File: config.mk
export PLATFORM = sky130hd
export DESIGN_NAME = cp0_regs
export DESIGN_NICKNAME = d
export VERILOG_FILES = /design/src/rtl/cp0_pkg.sv /design/src/rtl/cp0_timer.sv /design/src/rtl/cp0_regs.sv
export SDC_FILE = /design/constraint.sdc
export NUM_CORES = 1
export LEC_CHECK = 0
export ABC_AREA = 1
export BUFFER_PORTS_ARGS = -buffer_cell sky130_fd_sc_hd__buf_4
export CAP_MARGIN = 20
export CELL_PAD_IN_SITES_DETAIL_PLACEMENT = 1
export CELL_PAD_IN_SITES_GLOBAL_PLACEMENT = 2
export CORE_ASPECT_RATIO = 1.25
export CORE_MARGIN = 4
export CORE_UTILIZATION = 24
export CTS_CLUSTER_SIZE = 10
export DETAILED_ROUTE_END_ITERATION = 6
export GPL_TIMING_DRIVEN = 1
export PLACE_DENSITY_LB_ADDON = 0.1
export SETUP_SLACK_MARGIN = 0.5
export SLEW_MARGIN = 25
export SYNTH_ARGS = -nofsm -noshare
export SYNTH_HDL_FRONTEND = slang
export SYNTH_HIERARCHICAL = 1
export SYNTH_SLANG_ARGS = --single-unit
File: constraint.sdc
create_clock -name clk -period 1.7 [get_ports clk]
set_input_delay 0.255 -clock clk [delete_from_list [all_inputs] [get_ports clk]]
set_output_delay 0.255 -clock clk [all_outputs]
set_load 0.02 [all_outputs]
File: src/rtl/cp0_pkg.sv
// Shared CP0 constants: register numbers, exception codes, Status reset
// value, writable-field masks and field bit positions.
package cp0_pkg;

    localparam logic [4:0] REG_BADVADDR = 5'd8;
    localparam logic [4:0] REG_COUNT    = 5'd9;
    localparam logic [4:0] REG_COMPARE  = 5'd11;
    localparam logic [4:0] REG_STATUS   = 5'd12;
    localparam logic [4:0] REG_CAUSE    = 5'd13;
    localparam logic [4:0] REG_EPC      = 5'd14;

    localparam logic [31:0] EXC_INT  = 32'h0000_0001;
    localparam logic [31:0] EXC_ADEL = 32'h0000_0004;
    localparam logic [31:0] EXC_ADES = 32'h0000_0005;
    localparam logic [31:0] EXC_SYS  = 32'h0000_0008;
    localparam logic [31:0] EXC_BP   = 32'h0000_0009;
    localparam logic [31:0] EXC_RI   = 32'h0000_000a;
    localparam logic [31:0] EXC_OV   = 32'h0000_000c;
    localparam logic [31:0] EXC_ERET = 32'h0000_000e;

    localparam logic [31:0] STATUS_RESET = 32'h0040_0000;
    localparam logic [31:0] STATUS_WMASK = 32'h0000_ff03;
    localparam logic [31:0] CAUSE_WMASK  = 32'h0000_0300;

    localparam int STATUS_EXL     = 1;
    localparam int CAUSE_BD       = 31;
    localparam int CAUSE_TI_IP    = 15;
    localparam int CAUSE_HW_IP_LO = 10;
    localparam int CAUSE_EXC_HI   = 6;
    localparam int CAUSE_EXC_LO   = 2;

    function automatic logic is_exception(input logic [31:0] code);
        return code inside {EXC_INT, EXC_ADEL, EXC_ADES, EXC_SYS, EXC_BP, EXC_RI, EXC_OV};
    endfunction

endpackage

File: src/rtl/cp0_timer.sv
// Count/Compare timer: Count advances every second clock, timer_int_o
// latches on a Count==Compare match and is cleared by a Compare write.
module cp0_timer (
    input  logic        clk,
    input  logic        resetn,
    input  logic        count_we_i,
    input  logic        compare_we_i,
    input  logic [31:0] wdata_i,
    output logic [31:0] count_o,
    output logic [31:0] compare_o,
    output logic        timer_int_o
);

    logic [31:0] count_q, count_d;
    logic [31:0] compare_q, compare_d;
    logic        tick_q, tick_d;
    logic        timer_int_q, timer_int_d;

    always_comb begin
        count_d     = count_q;
        tick_d      = ~tick_q;
        compare_d   = compare_q;
        timer_int_d = timer_int_q;

        if (count_we_i) begin
            count_d = wdata_i;
            tick_d  = 1'b0;
        end else if (tick_q) begin
            count_d = count_q + 32'd1;
        end

        // A Compare write wins over a match seen in the same cycle.
        if (compare_we_i) begin
            compare_d   = wdata_i;
            timer_int_d = 1'b0;
        end else if (compare_q != 32'd0 && count_q == compare_q) begin
            timer_int_d = 1'b1;
        end
    end

    always_ff @(posedge clk or negedge resetn) begin
        if (!resetn) begin
            count_q     <= 32'd0;
            compare_q   <= 32'd0;
            tick_q      <= 1'b0;
            timer_int_q <= 1'b0;
        end else begin
            count_q     <= count_d;
            compare_q   <= compare_d;
            tick_q      <= tick_d;
            timer_int_q <= timer_int_d;
        end
    end

    assign count_o     = count_q;
    assign compare_o   = compare_q;
    assign timer_int_o = timer_int_q;

endmodule

File: src/rtl/cp0_regs.sv
// CP0 register file: MTC0/MFC0 access, exception entry/ERET bookkeeping
// and interrupt-pending sampling; the timer lives in cp0_timer.
module cp0_regs
    import cp0_pkg::*;
(
    input  logic        clk,
    input  logic        resetn,
    input  logic        we_i,
    input  logic [4:0]  waddr_i,
    input  logic [31:0] data_i,
    input  logic [4:0]  raddr_i,
    input  logic [5:0]  int_i,
    input  logic [31:0] excepttype_i,
    input  logic [31:0] current_inst_addr_i,
    input  logic        is_in_delayslot_i,
    input  logic [31:0] bad_addr_i,
    output logic [31:0] data_o,
    output logic [31:0] count_o,
    output logic [31:0] compare_o,
    output logic [31:0] status_o,
    output logic [31:0] cause_o,
    output logic [31:0] epc_o,
    output logic [31:0] badvaddr_o,
    output logic        timer_int_o
);

    logic [31:0] status_q, status_d;
    logic [31:0] cause_q, cause_d;
    logic [31:0] epc_q, epc_d;
    logic [31:0] badvaddr_q, badvaddr_d;
    logic        exc_take, eret, mtc0_ok;

    cp0_timer u_timer (
        .clk          (clk),
        .resetn       (resetn),
        .count_we_i   (we_i && waddr_i == REG_COUNT),
        .compare_we_i (we_i && waddr_i == REG_COMPARE),
        .wdata_i      (data_i),
        .count_o      (count_o),
        .compare_o    (compare_o),
        .timer_int_o  (timer_int_o)
    );

    assign exc_take = is_exception(excepttype_i);
    assign eret     = (excepttype_i == EXC_ERET);
    assign mtc0_ok  = we_i && !exc_take && !eret;

    always_comb begin
        status_d   = status_q;
        cause_d    = cause_q;
        epc_d      = epc_q;
        badvaddr_d = badvaddr_q;

        cause_d[CAUSE_TI_IP]                    = int_i[5] | timer_int_o;
        cause_d[CAUSE_TI_IP-1:CAUSE_HW_IP_LO]   = int_i[4:0];

        if (exc_take) begin
            // A nested exception keeps the original return address and BD.
            if (!status_q[STATUS_EXL]) begin
                epc_d             = is_in_delayslot_i ? current_inst_addr_i - 32'd4
                                                      : current_inst_addr_i;
                cause_d[CAUSE_BD] = is_in_delayslot_i;
            end
            status_d[STATUS_EXL] = 1'b1;
            cause_d[CAUSE_EXC_HI:CAUSE_EXC_LO] = (excepttype_i == EXC_INT) ? 5'd0
                                                                          : excepttype_i[4:0];
            if (excepttype_i == EXC_ADEL || excepttype_i == EXC_ADES)
                badvaddr_d = bad_addr_i;
        end else if (eret) begin
            status_d[STATUS_EXL] = 1'b0;
        end else if (mtc0_ok) begin
            case (waddr_i)
                REG_STATUS: status_d = (status_q & ~STATUS_WMASK) | (data_i & STATUS_WMASK);
                REG_CAUSE:  cause_d  = (cause_d & ~CAUSE_WMASK) | (data_i & CAUSE_WMASK);
                REG_EPC:    epc_d    = data_i;
                default:    ;
            endcase
        end
    end

    always_ff @(posedge clk or negedge resetn) begin
        if (!resetn) begin
            status_q   <= STATUS_RESET;
            cause_q    <= 32'd0;
            epc_q      <= 32'd0;
            badvaddr_q <= 32'd0;
        end else begin
            status_q   <= status_d;
            cause_q    <= cause_d;
            epc_q      <= epc_d;
            badvaddr_q <= badvaddr_d;
        end
    end

    // Read port, with same-cycle MTC0 data bypassed through the write masks.
    always_comb begin
        data_o = 32'd0;
        case (raddr_i)
            REG_BADVADDR: data_o = badvaddr_q;
            REG_COUNT:    data_o = count_o;
            REG_COMPARE:  data_o = compare_o;
            REG_STATUS:   data_o = status_q;
            REG_CAUSE:    data_o = cause_q;
            REG_EPC:      data_o = epc_q;
            default:      data_o = 32'd0;
        endcase
        if (we_i && waddr_i == raddr_i) begin
            case (waddr_i)
                REG_COUNT, REG_COMPARE, REG_EPC: data_o = data_i;
                REG_STATUS: data_o = data_i & STATUS_WMASK;
                REG_CAUSE:  data_o = data_i & CAUSE_WMASK;
                default:    ;
            endcase
        end
    end

    assign status_o   = status_q;
    assign cause_o    = cause_q;
    assign epc_o      = epc_q;
    assign badvaddr_o = badvaddr_q;

endmodule

==> flow_metrics.py <==
metrics = {
    "floorplanning": {
        "core-area_mm2": 0.0442,
        "die_w_um": 197,
        "die_h_um": 245,
        "rows": 86,
        "die_area_mm2": 0.0483,
        "io_pins": 373,
        "start_util_pct": 24.3,
    },
    "synthesis": {
        "syn_area_mm2": 0.0108,
        "ys_warn_count": 6,
        "synth_cell_type_count": 52,
        "postSynthCellCount": 1569,
        "synth_area_per_cell_um2": 6.86,
        "synth-edff-count": 0,
        "async_flop_share_pct": 100,
        "synth-seq-cells": 154,
        "synth_seq_area_share_pct": 35.8,
        "synthFlopType": "dfrtp_1",
    },
    "power_and_ir_drop": {
        "intPower_mw": 10.9,
        "irDropWorstVdd_mv": 0.784,
        "share_seq_of_total_power_pct": 31.3,
        "switchingPower_mw": 7.60,
        "sw_frac_of_total_pct": 41.1,
        "p_comb_share_pct": 45.3,
        "power.density_mw_per_mm2": 887,
        "p_clk_share_pct": 23.3,
        "p_leak_nw": 10.4,
        "power_mw": 18.5,
    },
    "timing": {
        "fin_crit_ps": 2040,
        "final.setup.tns_ps": -9030,
        "rsz0062_at_grt": "true",
        "hold_viol_final": 0,
        "maxSlewViolCount": 0,
        "clock.fmax_ghz": 0.490,
        "finalClockSkew_ps": 10.8,
        "fin_crit_sh_pct": 120,
        "setup_viol": 39,
        "tightest_slew_ps": 575,
        "setup_slack_ps": -343,
        "max-slew-margin-rel_pct": 61.7,
    },
    "layout": {
        "num-fill-cells": 5265,
        "mostFrequentLayoutCells": "buf_4 (443), nand2_1 (377), buf_6 (168), inv_1 (132), nor2_1 (107)",
        "drive_gt1_share_pct": 56.0,
        "antenna_cells": 0,
        "post-route-util_pct": 47.1,
        "synthToLayoutAreaGrowth_pct": 93.8,
        "stdcell_area_mm2": 0.0208,
        "layout_commonest_cell": "buf_4",
        "layout.nets": 2380,
    },
    "clock_network": {
        "clk_path_buf_depth": 2,
        "cts-htree-levels": 4,
        "clkLatencyLatePin_ps": 470,
        "clkTransAtPathRegs_ps": 70,
        "cts_buffers": 17,
        "cts_sinks": 154,
        "tritoncts": "yes",
        "root_buffer": "clkbuf_16",
    },
    "setup_path": {
        "crit_chain": "buf_8 > buf_6 > inv_4 > nand2_4 > buf_6 > nor3_4 > buf_4 > clkbuf_16 > nand2_2 > nand4_1 > o21ai_1 > o21ai_1 > buf_4 > buf_6",
        "cp.arrival_ps": 1790,
        "endpoint_kind": "output pin",
        "cp_max_fo": 5,
        "cp_common_cell": "buf_6",
        "start_kind": "input pin",
        "cpMaxStageDelayCell": "nor3_4",
        "crit_family": "buffers and inverters",
        "worstPathRequired_ps": 1440,
        "critical_path_class": "input pin to output pin",
        "slowest_delay_ps": 190,
        "worst-path-buf-inv": 8,
    },
    "grt": {
        "grt_pass1_vias": 13800,
        "grtUsageTotal_pct": 24.8,
        "grt_first_pass_wirelength_mm": 89.2,
        "overflow": 0,
        "grt_max_degree": 44,
        "antenna_found_initial": 0,
    },
    "flow_run": {
        "maxCapViolCount": 0,
    },
    "placement": {
        "dp_hpwl_mm": 49.3,
        "place.gp.congestion": 0.928,
        "placed_area_mm2": 0.0161,
        "io_buffers": 332,
    },
    "route": {
        "wl_per_cell_um": 23.2,
        "drt_first_pass_iters": 5,
        "routed_wl_mm": 65.4,
        "route.detailed.drc": 0,
        "via_per_inst": 4.80,
        "drt_iter0_markers": 546,
        "final_antenna_net_count": 0,
        "num_vias": 13500,
    },
    "run_status": {
        "status": "finished with violations",
        "failed_checks": "setup timing",
    },
    "hold_path": {
        "worstHoldPathType": "input pin to flip-flop",
    },
}
[metrics by stage]
| step | instances | worst slack [ps] | hold WS (ps) |
|---|---|---|---|
| after floorplan | 1607 | 19.1 | -40.6 |
| after global placement | 2632 | -547 | 266 |
| after detailed placement | 2632 | -570 | 261 |
| after CTS | 2731 | -325 | 0.280 |
| after global routing | 2815 | -400 | 4.39 |
| final | 2815 | -343 | 15.1 |
[per-layer routing]
layer / global-route usage, % / part of all wire [%] / up-vias / wire length (um)
met5: 0 / 0 / - / 0
met4: 8.34 / 3.1 / 0 / 2050
met3: 3.57 / 4.0 / 77 / 2640
met2: 44.5 / 53 / 322 / 34700
met1: 30.2 / 40 / 6758 / 26000
li1: - / - / 6346 / -
[repair_timing]
item / 4_1_cts / 5_1_grt
pin swaps: 75 / 141
cloned: 9 / 13
hold buffers: 7 / 0
setup buffers: 51 / 71
endpoints found under the setup margin: 297 / 300
hold endpoints to repair: 40 / 0
resized for setup: 368 / 362
[registers in the layout, summed over array words and instances (netlist names)]
register	cells
badvaddr_o	32
u_timer/compare_o	32
u_timer/count_o	32
u_timer/timer_int_o	1
cause_o	14
epc_o	32
u_timer/tick_q	1
status_o	10
[final timing paths]
kind / from / end / slack, ps / cells after the start
max in group asynchronous: resetn / cause_o[14] / 710 / 3
hold / removal: bad_addr_i[5] / badvaddr_o[5] / 20 / 2
min in group asynchronous: resetn / u_timer/compare_o[0] / 320 / 2
setup / recovery: raddr_i[4] / data_o[12] / -340 / 14
hold reg to reg: status_o[8] / status_o[8] / 520 / 2
setup reg to reg: u_timer/count_o[2] / u_timer/count_o[15] / -40 / 9
[cells in the mapped netlist (10+ instances only)]
cell type	number	area [um2]
nand2_1	530	1990
inv_1	160	601
dfrtp_1	154	3850
nor2_1	143	537
nand3_1	108	541
o21ai_0	102	510
buf_4	42	315
mux2_2	32	360
nand4_1	28	175
a22oi_1	27	203
clkbuf_1	26	97.6
xor2_1	23	201
a21oi_1	20	100
xnor2_1	20	175
nor3_1	19	95.1
buf_2	16	80.1
o21ai_1	13	65.1
inv_2	10	37.5
nand2_2	10	62.6
[cell families after synthesis]
logic type	share of synthesized area [%]
AOI/OAI and AO/OA	10.8
xor gates and xnor gates	3.65
adders and majority gates	0.233
buffers and inverters	10.9
DFF	35.8
muxes	3.98
other	0.0698
and+or+nand+nor	34.6
[power groups by stage]
stage / Combinational [mW] / Sequential, mW / Clock, mW
after floorplan: 2.21 / 6.21 / 0
after global placement: 6.32 / 5.73 / 0
after detailed placement: 6.41 / 5.74 / 0
after CTS: 7.35 / 5.71 / 4.38
after global routing: 8.93 / 5.90 / 4.51
final: 8.38 / 5.79 / 4.31
[final cells by class]
type	count	area, um2	area share [%]
Timing Repair inverter	1	16.3	0.0780
Inverter	172	739	3.55
Tap cell	572	716	3.43
Sequential cell	154	3970	19.0
Clock buffer	21	480	2.30
Timing Repair Buffer	691	6800	32.6
Multi-Input combinational cell	1193	7970	38.2
Clock inverter	11	158	0.756
(Power assumes the default switching activity.)
